===== src/rtl/mem_response_pkg.sv =====
// Shared definitions for the memory-response pipeline stage: exception codes,
// the load-size encoding, FSM states and the slot records moved between stages.
package mem_response_pkg;

  localparam logic [7:0] ExcAlign = 8'h84;
  localparam logic [7:0] ExcBus   = 8'h85;

  typedef enum logic [1:0] {
    SizeByte = 2'd0,
    SizeHalf = 2'd1,
    SizeWord = 2'd2
  } load_size_e;

  typedef enum logic [1:0] {
    StIdle,
    StWait,
    StDrain
  } state_e;

  // Load held while its read response is outstanding.
  typedef struct packed {
    logic [4:0]  opcode;
    logic [4:0]  tgt;
    logic [31:0] addr;
    logic [31:0] pc;
    logic [1:0]  size;
    logic        sign_ext;
  } load_slot_t;

  // Registered slot presented to writeback.
  typedef struct packed {
    logic        bubble;
    logic [4:0]  opcode;
    logic [4:0]  tgt;
    logic [31:0] result;
    logic [31:0] addr;
    logic [31:0] pc;
    logic [7:0]  exc;
  } wb_slot_t;

  // Size code 3 is treated like a word access.
  function automatic logic is_misaligned(logic [1:0] size, logic [1:0] addr);
    logic mis;
    case (size)
      SizeByte: mis = 1'b0;
      SizeHalf: mis = addr[0];
      default:  mis = (addr != 2'b00);
    endcase
    return mis;
  endfunction

endpackage


===== src/rtl/mem_response_if.sv =====
// Slot, data-memory response and writeback signals of the memory-response stage.
interface mem_response_if;
  logic        bubble_in;
  logic [4:0]  opcode_in;
  logic [4:0]  tgt_in_1;
  logic [31:0] result_in_1;
  logic [31:0] addr_in;
  logic [31:0] pc_in;
  logic [7:0]  exc_in;
  logic        is_load;
  logic [1:0]  load_size;
  logic        load_signed;
  logic [31:0] mem_rdata;
  logic        mem_rvalid;
  logic        stall_out;
  logic        bubble_out;
  logic [4:0]  opcode_out;
  logic [4:0]  tgt_out_1;
  logic [31:0] result_out_1;
  logic [31:0] addr_out;
  logic [31:0] pc_out;
  logic [7:0]  exc_out;

  // Upstream stage / memory side.
  modport master (
    output bubble_in, opcode_in, tgt_in_1, result_in_1, addr_in, pc_in, exc_in,
    output is_load, load_size, load_signed, mem_rdata, mem_rvalid,
    input  stall_out, bubble_out, opcode_out, tgt_out_1, result_out_1, addr_out, pc_out, exc_out
  );

  // The stage itself.
  modport slave (
    input  bubble_in, opcode_in, tgt_in_1, result_in_1, addr_in, pc_in, exc_in,
    input  is_load, load_size, load_signed, mem_rdata, mem_rvalid,
    output stall_out, bubble_out, opcode_out, tgt_out_1, result_out_1, addr_out, pc_out, exc_out
  );
endinterface


===== src/rtl/mem_response_load_align.sv =====
// Selects the addressed byte/half/word from a little-endian read word and extends it.
module mem_response_load_align
  import mem_response_pkg::*;
(
  input  logic [31:0] rdata,
  input  logic [1:0]  addr,
  input  logic [1:0]  size,
  input  logic        sign_ext,
  output logic [31:0] data
);

  logic [7:0]  byte_sel;
  logic [15:0] half_sel;

  // Lane select followed by zero/sign extension.
  always_comb begin
    byte_sel = rdata[{addr, 3'b000} +: 8];
    half_sel = addr[1] ? rdata[31:16] : rdata[15:0];
    case (size)
      SizeByte: data = {{24{sign_ext & byte_sel[7]}}, byte_sel};
      SizeHalf: data = {{16{sign_ext & half_sel[15]}}, half_sel};
      default:  data = rdata;
    endcase
  end

endmodule


===== src/rtl/mem_response.sv =====
// Memory-response stage: waits for load data with a timeout, aligns it, raises
// alignment/bus faults, and discards responses belonging to squashed loads.
module mem_response
  import mem_response_pkg::*;
#(
  parameter int unsigned TIMEOUT   = 64,
  parameter logic [7:0]  EXC_ALIGN = ExcAlign,
  parameter logic [7:0]  EXC_BUS   = ExcBus
) (
  input logic           clk,
  input logic           rst,
  input logic           clk_en,
  input logic           halt,
  input logic           exc_in_wb,
  input logic           rfe_in_wb,
  mem_response_if.slave bus
);

  localparam int unsigned     CntW     = $clog2(TIMEOUT + 1);
  localparam logic [CntW-1:0] CntMax   = CntW'(TIMEOUT);
  localparam wb_slot_t        WbBubble = '{bubble: 1'b1, default: '0};

  state_e          state_q, state_d;
  logic [CntW-1:0] cnt_q, cnt_d;
  load_slot_t      lat_q, lat_d;
  wb_slot_t        out_q, out_d;

  logic        squash;
  logic        slot_load;
  logic        slot_misaligned;
  logic        drain_block;
  logic        in_wait;
  logic [31:0] aligned_data;

  assign in_wait         = (state_q == StWait);
  assign squash          = exc_in_wb | rfe_in_wb | halt;
  assign slot_load       = !bus.bubble_in && (bus.exc_in == '0) && bus.is_load;
  assign slot_misaligned = is_misaligned(bus.load_size, bus.addr_in[1:0]);
  // A new aligned load in DRAIN would consume the stale response, so hold it back.
  assign drain_block     = (state_q == StDrain) && slot_load && !slot_misaligned;

  // One aligner serves both the waiting load and a same-cycle incoming response.
  mem_response_load_align u_load_align (
    .rdata    (bus.mem_rdata),
    .addr     (in_wait ? lat_q.addr[1:0] : bus.addr_in[1:0]),
    .size     (in_wait ? lat_q.size : bus.load_size),
    .sign_ext (in_wait ? lat_q.sign_ext : bus.load_signed),
    .data     (aligned_data)
  );

  // Next-state, counter and writeback-slot selection.
  always_comb begin
    state_d   = state_q;
    cnt_d     = cnt_q;
    lat_d     = lat_q;
    out_d     = WbBubble;
    out_d.pc  = in_wait ? lat_q.pc : bus.pc_in;
    if (squash) begin
      // A response arriving with the squash is the one we would otherwise drain.
      state_d = (in_wait && !bus.mem_rvalid) ? StDrain : StIdle;
      cnt_d   = '0;
    end else if (in_wait) begin
      if (bus.mem_rvalid || (cnt_q == CntMax)) begin
        out_d.bubble = 1'b0;
        out_d.opcode = lat_q.opcode;
        out_d.tgt    = lat_q.tgt;
        out_d.addr   = lat_q.addr;
        cnt_d        = '0;
        if (bus.mem_rvalid) begin
          out_d.result = aligned_data;
          state_d      = StIdle;
        end else begin
          out_d.exc = EXC_BUS;
          state_d   = StDrain;
        end
      end else begin
        cnt_d = cnt_q + 1'b1;
      end
    end else if (drain_block) begin
      if (bus.mem_rvalid) state_d = StIdle;
    end else begin
      if ((state_q == StDrain) && bus.mem_rvalid) state_d = StIdle;
      if (!bus.bubble_in) begin
        out_d.bubble = 1'b0;
        out_d.opcode = bus.opcode_in;
        out_d.tgt    = bus.tgt_in_1;
        out_d.result = bus.result_in_1;
        out_d.addr   = bus.addr_in;
        out_d.exc    = bus.exc_in;
        if (slot_load) begin
          if (slot_misaligned) begin
            out_d.exc = EXC_ALIGN;
          end else if (bus.mem_rvalid) begin
            out_d.result = aligned_data;
          end else begin
            out_d    = WbBubble;
            out_d.pc = bus.pc_in;
            lat_d    = '{opcode: bus.opcode_in, tgt: bus.tgt_in_1, addr: bus.addr_in,
                         pc: bus.pc_in, size: bus.load_size, sign_ext: bus.load_signed};
            state_d  = StWait;
            cnt_d    = CntW'(1);
          end
        end
      end
    end
  end

  // State, timeout counter, latched load and output registers.
  always_ff @(posedge clk) begin
    if (rst) begin
      state_q <= StIdle;
      cnt_q   <= '0;
      lat_q   <= '0;
      out_q   <= WbBubble;
    end else if (clk_en) begin
      state_q <= state_d;
      cnt_q   <= cnt_d;
      lat_q   <= lat_d;
      out_q   <= out_d;
    end
  end

  assign bus.stall_out    = in_wait | drain_block;
  assign bus.bubble_out   = out_q.bubble;
  assign bus.opcode_out   = out_q.opcode;
  assign bus.tgt_out_1    = out_q.tgt;
  assign bus.result_out_1 = out_q.result;
  assign bus.addr_out     = out_q.addr;
  assign bus.pc_out       = out_q.pc;
  assign bus.exc_out      = out_q.exc;

endmodule


===== src/flat_wrapper.sv =====
// flat-port wrapper written by rule: the top's interface ports become plain ports
module mem_response_flat import mem_response_pkg::*;
#(
  parameter int unsigned TIMEOUT   = 64,
  parameter logic [7:0]  EXC_ALIGN = ExcAlign,
  parameter logic [7:0]  EXC_BUS   = ExcBus
)
  (clk, rst, clk_en, halt, exc_in_wb, rfe_in_wb, bus_bubble_in, bus_opcode_in, bus_tgt_in_1, bus_result_in_1, bus_addr_in, bus_pc_in, bus_exc_in, bus_is_load, bus_load_size, bus_load_signed, bus_mem_rdata, bus_mem_rvalid, bus_stall_out, bus_bubble_out, bus_opcode_out, bus_tgt_out_1, bus_result_out_1, bus_addr_out, bus_pc_out, bus_exc_out);
  mem_response_if bus_i ();
  input logic clk;
  input logic rst;
  input logic clk_en;
  input logic halt;
  input logic exc_in_wb;
  input logic rfe_in_wb;
  input wire logic [$bits(bus_i.bubble_in)-1:0] bus_bubble_in;
  input wire logic [$bits(bus_i.opcode_in)-1:0] bus_opcode_in;
  input wire logic [$bits(bus_i.tgt_in_1)-1:0] bus_tgt_in_1;
  input wire logic [$bits(bus_i.result_in_1)-1:0] bus_result_in_1;
  input wire logic [$bits(bus_i.addr_in)-1:0] bus_addr_in;
  input wire logic [$bits(bus_i.pc_in)-1:0] bus_pc_in;
  input wire logic [$bits(bus_i.exc_in)-1:0] bus_exc_in;
  input wire logic [$bits(bus_i.is_load)-1:0] bus_is_load;
  input wire logic [$bits(bus_i.load_size)-1:0] bus_load_size;
  input wire logic [$bits(bus_i.load_signed)-1:0] bus_load_signed;
  input wire logic [$bits(bus_i.mem_rdata)-1:0] bus_mem_rdata;
  input wire logic [$bits(bus_i.mem_rvalid)-1:0] bus_mem_rvalid;
  output wire logic [$bits(bus_i.stall_out)-1:0] bus_stall_out;
  output wire logic [$bits(bus_i.bubble_out)-1:0] bus_bubble_out;
  output wire logic [$bits(bus_i.opcode_out)-1:0] bus_opcode_out;
  output wire logic [$bits(bus_i.tgt_out_1)-1:0] bus_tgt_out_1;
  output wire logic [$bits(bus_i.result_out_1)-1:0] bus_result_out_1;
  output wire logic [$bits(bus_i.addr_out)-1:0] bus_addr_out;
  output wire logic [$bits(bus_i.pc_out)-1:0] bus_pc_out;
  output wire logic [$bits(bus_i.exc_out)-1:0] bus_exc_out;
  assign bus_i.bubble_in = bus_bubble_in;
  assign bus_i.opcode_in = bus_opcode_in;
  assign bus_i.tgt_in_1 = bus_tgt_in_1;
  assign bus_i.result_in_1 = bus_result_in_1;
  assign bus_i.addr_in = bus_addr_in;
  assign bus_i.pc_in = bus_pc_in;
  assign bus_i.exc_in = bus_exc_in;
  assign bus_i.is_load = bus_is_load;
  assign bus_i.load_size = bus_load_size;
  assign bus_i.load_signed = bus_load_signed;
  assign bus_i.mem_rdata = bus_mem_rdata;
  assign bus_i.mem_rvalid = bus_mem_rvalid;
  assign bus_stall_out = bus_i.stall_out;
  assign bus_bubble_out = bus_i.bubble_out;
  assign bus_opcode_out = bus_i.opcode_out;
  assign bus_tgt_out_1 = bus_i.tgt_out_1;
  assign bus_result_out_1 = bus_i.result_out_1;
  assign bus_addr_out = bus_i.addr_out;
  assign bus_pc_out = bus_i.pc_out;
  assign bus_exc_out = bus_i.exc_out;
  mem_response #(.TIMEOUT(TIMEOUT), .EXC_ALIGN(EXC_ALIGN), .EXC_BUS(EXC_BUS)) u_core (.clk(clk), .rst(rst), .clk_en(clk_en), .halt(halt), .exc_in_wb(exc_in_wb), .rfe_in_wb(rfe_in_wb), .bus(bus_i));
endmodule

===== config.mk =====
export PLATFORM = sky130hd
export DESIGN_NAME = mem_response_flat
export DESIGN_NICKNAME = d
export VERILOG_FILES = /design/src/rtl/mem_response_pkg.sv /design/src/rtl/mem_response_if.sv /design/src/rtl/mem_response_load_align.sv /design/src/rtl/mem_response.sv /design/src/flat_wrapper.sv
export SDC_FILE = /design/constraint.sdc
export NUM_CORES = 1
export LEC_CHECK = 0
export CELL_PAD_IN_SITES_DETAIL_PLACEMENT = 1
export CELL_PAD_IN_SITES_GLOBAL_PLACEMENT = 1
export CORE_ASPECT_RATIO = 2
export CORE_UTILIZATION = 31
export CTS_BUF_LIST = sky130_fd_sc_hd__clkbuf_4 sky130_fd_sc_hd__clkbuf_8
export DETAILED_ROUTE_END_ITERATION = 8
export PLACE_DENSITY = 0.78
export SLEW_MARGIN = 20
export SYNTH_ARGS = -nofsm -noshare
export SYNTH_HDL_FRONTEND = slang
export SYNTH_SLANG_ARGS = --single-unit

===== constraint.sdc =====
create_clock -name clk -period 2.2 [get_ports clk]
set_input_delay 0.44 -clock clk [delete_from_list [all_inputs] [get_ports clk]]
set_output_delay 0.44 -clock clk [all_outputs]
set_load 0.01 [all_outputs]

# After elaboration in Yosys (flattened, before gate mapping)
# Index checks and enable logic that the tools add are counted.
# Widths: inputs -> output; s select.
word_totals:
  ff_bits: 201
  word_cells: 99
  output_inout_bits: 116
  inputBits: 158
classes:
  n_shift: 1
  n_reduce_logical: 18
  eq_ne: 11
  add_sub_neg: 1
  n_bitwise: 11
  n_mux: 42
ops:
  columns: ["cell", "count"]
  rows:
  - ["$mux 115", 4]
  - ["$mux 75", 2]
  - ["$mux 107", 1]
  - ["$mux 32", 3]
  - ["$mux 72", 1]
  - ["$pmux 32 s2", 1]
  - ["$mux 7", 8]
  - ["$mux 8", 4]
  - ["$shiftx 32x6->8", 1]
  - ["$mux 2", 14]
  - ["$mux 16", 1]
  - ["$mux 11", 1]
  - ["$ne 3x2->1 const B", 3]
  - ["$logic_not 8->1", 1]
  - ["$reduce_and 8->1", 1]
  - ["$add 7x1->7 const B", 1]
  - ["$eq 7x7->1 const B", 1]
  - ["$eq 2x1->1 const B", 3]
  - ["$logic_and 1x1->1", 6]
  - ["$ne 3x1->1 const B", 2]
  - ["$not 1->1", 6]
  - ["$reduce_and 6->1", 1]
  - ["$logic_not 2->1", 2]
  - ["$ne 4x3->1 const B", 1]
  - ["other kinds (10)", 15]

# Longest topological paths before layout
# Gate-level depths: netlist of run 1.
depth:
  ltp_word: 12
  mapped_depth: 9
  ltp_nobuf: 8

# By module
# Synthesis of run 1 repeated with hierarchy kept, for this count alone.
unflattened:
  cells_unflattened: 1176
  area_unflattened_um2: 9193.8
by_module_without_submodules:
  columns: ["mod", "cells_per_inst", "area_each_um2", "seq_area_each_um2", "n_inst"]
  rows:
  - ["mem_response", 1043, 8511.9, 4023.9, 1]
  - ["mem_response_load_align", 133, 681.9, 0.0, 1]

# Worst setup path before layout of run 1
# Ideal clock, no wire load.
synth_timing:
  path_type: "input-to-reg"
  start: "input port bus_bubble_in"
  end: "register u_core.lat_q[10] in the netlist's numbering"
  n_path_buf: 3
  path_slack_ns: -0.151
  cell_stages: 9
  t_arrival_ns: 2.219
  setup_time_ns: 0.132
  t_required_ns: 2.068
  cell_sequence: "or4_4 -> nor2_2 -> nand4b_2 -> or4_1 -> buf_2 -> buf_6 -> buf_6 -> nand2_1 -> a21oi_1"
synth_via:
  elab_chain_cells: 7
  word_cells_on_any_way: 8
  classes_between: "bitwise: 2; reduce/logical: 6"
synth_lines:
  columns: ["item", "line_no", "source"]
  rows:
  - ["start: declaration", "flat_wrapper.sv:16", "input wire logic [$bits(bus_i.bubble_in)-1:0] bus_bubble_in;"]
  - ["$logic_not 1->1", "mem_response.sv:37", "assign slot_load = !bus.bubble_in && (bus.exc_in == '0) && bus.is_load;"]
  - ["$logic_and 1x1->1 (2 in series)", "mem_response.sv:37", null]
  - ["$logic_and 1x1->1 (2 in series)", "mem_response.sv:40", "assign drain_block = (state_q == StDrain) && slot_load && !slot_misaligned;"]
  - ["$not 1->1 (no line)", null, null]
  - ["$reduce_and 8->1 (no line) (*)", null, null]
  - ["end signal: assignment", "mem_response.sv:118", "lat_q <= lat_d;"]
  - ["end: declaration", "mem_response.sv:25", "load_slot_t lat_q, lat_d;"]
# Mark *: on every way between the ends. The rest lies on a longest branch, timed or not.
# A chain may end at the register's enable or synchronous reset.

# Worst setup path in the final report of run 1
layout_timing:
  start: "input port bus_exc_in[5]"
  end: "output port bus_stall_out"
layout_via:
  elab_chain_cells: 6
layout_lines:
  columns: ["item", "line_no", "source"]
  rows:
  - ["start: declaration", "flat_wrapper.sv:22", "input wire logic [$bits(bus_i.exc_in)-1:0] bus_exc_in;"]
  - ["$logic_not 8->1", "mem_response.sv:37", null]
  - ["$logic_and 1x1->1 (2 in series)", "mem_response.sv:37", null]
  - ["$logic_and 1x1->1 (2 in series)", "mem_response.sv:40", null]
  - ["$or 1x1->1", "mem_response.sv:123", "assign bus.stall_out = in_wait | drain_block;"]
  - ["end: declaration", "flat_wrapper.sv:28", "output wire logic [$bits(bus_i.stall_out)-1:0] bus_stall_out;"]
# Every way passes these cells.

==> results of run 1 <==
==> registers in the layout, indices dropped and copies added, names as in the netlist <==
register                 flops
u_core.bus.pc_out           32
u_core.state_q               2
u_core.bus.addr_out         32
u_core.cnt_q                 7
u_core.bus.opcode_out        5
u_core.bus.tgt_out_1         5
u_core.bus.exc_out           8
u_core.lat_q                77
u_core.bus.bubble_out        1
u_core.bus.result_out_1     32
==> stage by stage <==
stage / instance area, um^2 / total power, mW / TNS [ns] / utilization
floorplan: 8620 / 4.10 / -10.62 / -
global placement: 12100 / 4.69 / -110.92 / 0.447
detailed placement: 12100 / 4.71 / -115.74 / 0.447
CTS: 12800 / 8.24 / -0.0649 / 0.475
global route: 13000 / 8.46 / -0.119 / 0.480
finish: 13000 / 8.12 / -0.0581 / 0.480
==> layout make-up <==
type | instances | area, um^2
Fill cell | 3206 | 14000
Clock inverter | 10 | 103
Sequential cell | 201 | 4030
Tap cell | 348 | 435
Antenna cell | 1 | 2.50
Timing Repair Buffer | 356 | 3530
Clock buffer | 45 | 582
Multi-Input combinational cell | 751 | 4270
Inverter | 7 | 26.3
==> cell usage after synthesis (2+ instances only) <==
| cell type | instances | area (um^2) |
|---|---|---|
| a31oi_1 | 4 | 25.0 |
| a221oi_1 | 3 | 26.3 |
| inv_1 | 7 | 26.3 |
| buf_4 | 3 | 22.5 |
| or4_4 | 2 | 22.5 |
| a311oi_1 | 32 | 280 |
| clkbuf_2 | 3 | 15.0 |
| nor3_1 | 9 | 45.0 |
| a211oi_1 | 4 | 30.0 |
| buf_6 | 5 | 56.3 |
| a21oi_1 | 89 | 445 |
| mux2i_1 | 46 | 460 |
| or3_1 | 5 | 31.3 |
| o221ai_1 | 8 | 70.1 |
| o22ai_1 | 6 | 37.5 |
| nor4_2 | 2 | 25.0 |
| a22oi_1 | 38 | 285 |
| ha_1 | 2 | 25.0 |
| nand4b_1 | 2 | 17.5 |
| buf_1 | 4 | 15.0 |
| nand2_1 | 290 | 1090 |
| nand3_1 | 15 | 75.1 |
| a22o_1 | 2 | 17.5 |
| nor2_1 | 74 | 278 |
| buf_2 | 8 | 40.0 |
| nand2b_1 | 5 | 31.3 |
| nor2b_1 | 2 | 12.5 |
| and3_1 | 3 | 18.8 |
| dfxtp_1 | 201 | 4020 |
| o22ai_2 | 10 | 125 |
| a21o_1 | 2 | 15.0 |
| mux2_2 | 2 | 22.5 |
| a32o_1 | 4 | 40.0 |
| or4_1 | 2 | 15.0 |
| o21bai_1 | 2 | 15.0 |
| clkbuf_1 | 54 | 203 |
| o21ai_0 | 63 | 315 |
==> what timing repair did <==
action | in CTS | in global routing
buffers inserted | 4 | 1
endpoints found under the hold margin | 0 | 0
pin swaps | 6 | 3
cloned | 1 | 3
gates resized for setup | 40 | 11
endpoints found under the setup margin | 113 | 72
==> kinds of logic after synthesis <==
logic type,Yosys count
simple gates,422
compound gates,278
buf+inv,84
flops,201
mux,48
fa+ha+maj,3
==> metal layers <==
metal | vias to the layer above | track usage | wire (um)
li1 | 4260 | - | -
met1 | 4341 | 0.217 | 11700
met2 | 306 | 0.440 | 18300
met3 | 79 | 0.0431 | 1710
met4 | 0 | 0.128 | 1700
met5 | - | 0 | 0
==> final timing paths <==
check / from / to / cells after the start
hold reg to reg: u_core.bus.addr_out[30] / u_core.bus.addr_out[30] / 2
hold / removal: bus_exc_in[5] / u_core.bus.exc_out[5] / 3
setup / recovery: bus_exc_in[5] / bus_stall_out / 6
setup reg to reg: u_core.cnt_q[2] / u_core.state_q[1] / 7
==> power by group through the flow <==
stage | Combinational (mW) | Clock, mW | Sequential [mW]
floorplan | 0.274 | 0 | 3.83
global placement | 0.888 | 0 | 3.81
detailed placement | 0.903 | 0 | 3.81
CTS | 0.912 | 3.60 | 3.73
global route | 0.976 | 3.75 | 3.73
finish | 0.916 | 3.48 | 3.73
==> tightest hold or removal path: cells and delay by family <==
kind,cells,cell delay (ns)
AO/OA/AOI/OAI,1,0.06
AND/OR/NAND/NOR,1,0.09
buffers and inverters,1,0.07
==> qor.yml, run 1 <==
drt_iter0_drc: 379
avgSynthCellArea_um2: 8.23
grt_max_degree: 127
numCtsBuffers: 30
muxShareOfSynthArea: 0.0566
setup_slack_ns: -0.0581
report.final.slew_viol_count: 0
relSlewSlack: 0.549
worstMarginPinSlew_ns: 0.676
slowest_delay_ns: 0.56
hold_ws_ns: 0.0899
syn_inst: 1036
grt_pass1_wl_um: 50500
ys.flop_type: "dfxtp_1"
cts_sinks: 201
grt_pass1_vias: 9469
outcome: "finished, violations left"
dp_hpwl_um: 22900
comb_power_share: 0.113
yosysWarnings: 0
final_nets: 1507
coreArea_um2: 27000
synthAdderAreaFrac: 0.00411
vdd.ir_drop.worst_mv: 0.473
cts-root-buf: "clkbuf_8"
critPathMaxFanout: 2
syn-cell-area_um2: 8530
required_ns: 1.76
drv_cap: 0
vias: 8986
rows: 85
synth_top_family_by_area: "compound AO/OA/AOI/OAI gates"
hold_viol: 0
postCtsHoldBufs: 0
setup_viol: 1
synth_simple_gate_area_frac: 0.206
clockBufferDepth: 3
htree_num_levels: 1
port_buffers: 273
dp_cells: 1654
clk_latency_ns: 0.60
cts_tree: "built"
gp_congestion: 0.858
cp_data_arrival_time_ns: 1.82
drive_above_1_share: 0.139
die_w_um: 119
cp_cell_sequence: "buf_6 > or4_4 > a2111oi_4 > nand2_1 > nand2_1 > buf_2"
final_cells: 1719
antenna_found_initial: 2
failed_checks: "setup timing"
power_frac_seq: 0.459
hp-class: "input port to register"
fin_crit_sh: 1.03
p_leak_nw: 4.97
p_int_mw: 6.12
pwr-share-clk: 0.428
post-place-ws_ns: -0.851
overflow: 0
synthesis.nets: 1196
initial_core_util: 0.316
wirelength_um: 33400
p_sw_mw: 2.00
ys_seq_elements: 201
die_area_um2: 28200
crit_type: "input port to output port"
skew_ns: 0.0303
synth_edf_count: 0
startpoint_type: "input port"
crit_family: "simple AND/OR/NAND/NOR gates"
layout_common_cells: "nand2_1, clkdlybuf4s50_1, dfxtp_1"
final_common_cell: "nand2_1"
min_period_ns: 2.26
synth_compound_area_frac: 0.217
die_h_um: 237
r2r_slack_ns: 0.04
end_kind: "output port"
ant_nets: 0
area_delta_synth_final_pct: 52.0
p_per_area_nw_per_um2: 626
critPathMostFrequentCell: "nand2_1"
via_per_inst: 5.23
yosysSeqAreaShare: 0.472
switching_share: 0.247
synth_xor_area_frac: 0
crit_buf_inv: 2
num_io_pins: 274
ys_types: 60
wl_per_cell_um: 19.4
async_flop_share: 0
firstDrtPassIters: 4
cts.clk_slew.worst_paths_ns: 0.07
grt.total_usage: 0.227
drc_errors: 0
fmax_mhz: 443
rsz0062_at_grt: "true"
slowest_stage: "or4_4"
Power figures use the tool's default switching activity.
==> run 2: changes to the inputs <==
--- a/config.mk
+++ b/config.mk
@@ -8,10 +8,11 @@
 export CELL_PAD_IN_SITES_DETAIL_PLACEMENT = 1
 export CELL_PAD_IN_SITES_GLOBAL_PLACEMENT = 1
 export CORE_ASPECT_RATIO = 2
-export CORE_UTILIZATION = 31
+export CORE_UTILIZATION = 35
 export CTS_BUF_LIST = sky130_fd_sc_hd__clkbuf_4 sky130_fd_sc_hd__clkbuf_8
 export DETAILED_ROUTE_END_ITERATION = 8
-export PLACE_DENSITY = 0.78
+export PLACE_DENSITY = 0.83
+export SETUP_SLACK_MARGIN = 0.3
 export SLEW_MARGIN = 20
 export SYNTH_ARGS = -nofsm -noshare
 export SYNTH_HDL_FRONTEND = slang
==> constraint.sdc (replaced) <==
create_clock -name clk -period 2.3 [get_ports clk]
set_input_delay 0.46 -clock clk [delete_from_list [all_inputs] [get_ports clk]]
set_output_delay 0.46 -clock clk [all_outputs]
set_load 0.01 [all_outputs]
==> run 2 against run 1 <==
Effect of this change:
- the flow still finishes with violations (setup timing)
- sequential cell count is the same
- worst hold slack gained 0.012 ns
- setup slack lost 0.058 ns
- core utilization grew 14 points
- critical path depth grew 4
- sequential power shrank 4%
- largest power group unchanged
- highest routed layer unchanged
==> qor.yml, run 2 (same netlist as run 1, synthesis figures left out) <==
outcome: "finished, violations left"
failed_checks: "setup timing"
overflow: 0
cp_data_arrival_time_ns: 2.84
setup_slack_ns: -0.117
fin_crit_sh: 1.05
initial_core_util: 0.357
worstMarginPinSlew_ns: 0.891
fmax_mhz: 414
drv_cap: 0
cts_tree: "built"
setup_viol: 84
dp_hpwl_um: 22100
cts_sinks: 201
placed_area_um2: 12000
final_nets: 1548
port_buffers: 273
cts-root-buf: "clkbuf_8"
r2r_slack_ns: 0.05
largest_register_ffs: 77
antenna_found_initial: 3
final_common_cell: "clkdlybuf4s50_1"
ant_nets: 0
rsz0062_at_grt: "true"
drt_iter0_drc: 497
rows: 80
post-place-ws_ns: -0.791
fin_area_um2: 14800
relSlewSlack: 0.406
firstDrtPassIters: 4
die_area_um2: 25000
vdd.ir_drop.worst_mv: 0.420
die_w_um: 112
p_per_area_nw_per_um2: 522
clk_latency_ns: 0.61
grt_pass1_vias: 9965
p_total_mw: 7.73
clockBufferDepth: 3
report.final.slew_viol_count: 0
crit_type: "input port to register"
htree_num_levels: 1
drive_above_1_share: 0.308
skew_ns: 0.0300
min_path_cells: 3
required_ns: 2.72
fillCellCount: 2574
hold_viol: 0
critPathMaxFanout: 5
gp_congestion: 0.879
numCtsBuffers: 31
grt.total_usage: 0.275
top_register: "u_core.lat_q"
grt_max_degree: 142
coreArea_um2: 23900
grt_pass1_wl_um: 53500
hold_start: "bus_exc_in[5]"
reg2reg_depth: 9
die_h_um: 223
wirelength_um: 41300
cts.clk_slew.worst_paths_ns: 0.08
hp-class: "input port to register"
startpoint_type: "input port"
drc_errors: 0
multi_input_area_um2: 5440
layout_common_cells: "clkdlybuf4s50_1, nand2_1, dfxtp_1"
reg2reg_from: "u_core.cnt_q[3]"
r2r-end: "u_core.bus.addr_out[18]"
final_cells: 1697
vias: 9787
postCtsHoldBufs: 0
regArea_um2: 4030
dp_cells: 1587
via_per_inst: 5.77
area_delta_synth_final_pct: 73.5
num_io_pins: 274
end_kind: "register"
finalSetupTns_ns: -5.46
p_leak_nw: 5.91
wl_per_cell_um: 24.4
whs_endpoint: "u_core.bus.exc_out[5]"
min_period_ns: 2.42
## run 2: changes by cell type in the layout (fill, tap and decap cells not counted), sizes merged, moves of 3 or more
cell           previous run  this run
clkdlybuf4s50           258       217
clkinv                    7         4
clkbuf                   49        56
buf                      87       122
dlygate4sd2               5        28
dlymetal6s2s              0        17
## run 2: metal layers
layer	routed length [um]	track usage	up-vias
met5	0	0	-
met4	2910	0.183	0
met3	2340	0.0543	173
met2	22300	0.522	446
met1	13800	0.261	4812
li1	-	-	4356
## run 2: final cells by class
cell class                      instances  share of cell area
Inverter                                7             0.00178
Antenna cell                            3            0.000507
Clock buffer                           47              0.0391
Tap cell                              287              0.0243
Sequential cell                       201               0.272
Clock inverter                          5             0.00338
Timing Repair Buffer                  395               0.291
Multi-Input combinational cell        752               0.368
## run 2: worst max path at each step
stage	from	to	slack, ns	cells after the start
floorplan	bus_exc_in[7]	u_core.lat_q[10]	-0.06	9
global placement	bus_exc_in[3]	bus_stall_out	-0.75	6
detailed placement	bus_exc_in[1]	bus_stall_out	-0.79	6
CTS	bus_exc_in[4]	bus_stall_out	0.04	6
global route	bus_bubble_in	u_core.lat_q[54]	-0.1	10
finish	bus_exc_in[1]	u_core.lat_q[54]	-0.12	10
## run 2: worst max-delay path, stage by stage
cell,delay [ns]
clkdlybuf4s15_2,0.20
or4_4,0.46
buf_4,0.17
nor2_4,0.19
nand4b_4,0.20
or4_4,0.64
buf_12,0.19
buf_16,0.15
nand2_2,0.08
a21oi_1,0.07
## run 2: report_power, final
group          total, mW  leakage (nW)  switching, mW  internal, mW
clock               3.18         0.339           1.48          1.70
combinational      0.989          3.94          0.485         0.504
sequential          3.57          1.63         0.0344          3.53
total               7.73          5.91           2.00          5.73
## run 2: per-stage QoR
step	hold slack, ns	utilization
4_1_cts	0.0700	0.556
3_5_place_dp	0.442	0.502
5_1_grt	0.114	0.619
2_1_floorplan	0.428	-
6_report	0.101	0.619
3_3_place_gp	0.436	0.502
## run 2: timing repair
action	CTS	global route
setup buffers	20	14
setup endpoints to repair	186	175
cloned	8	13
resized for setup	140	287
pin swaps	18	93
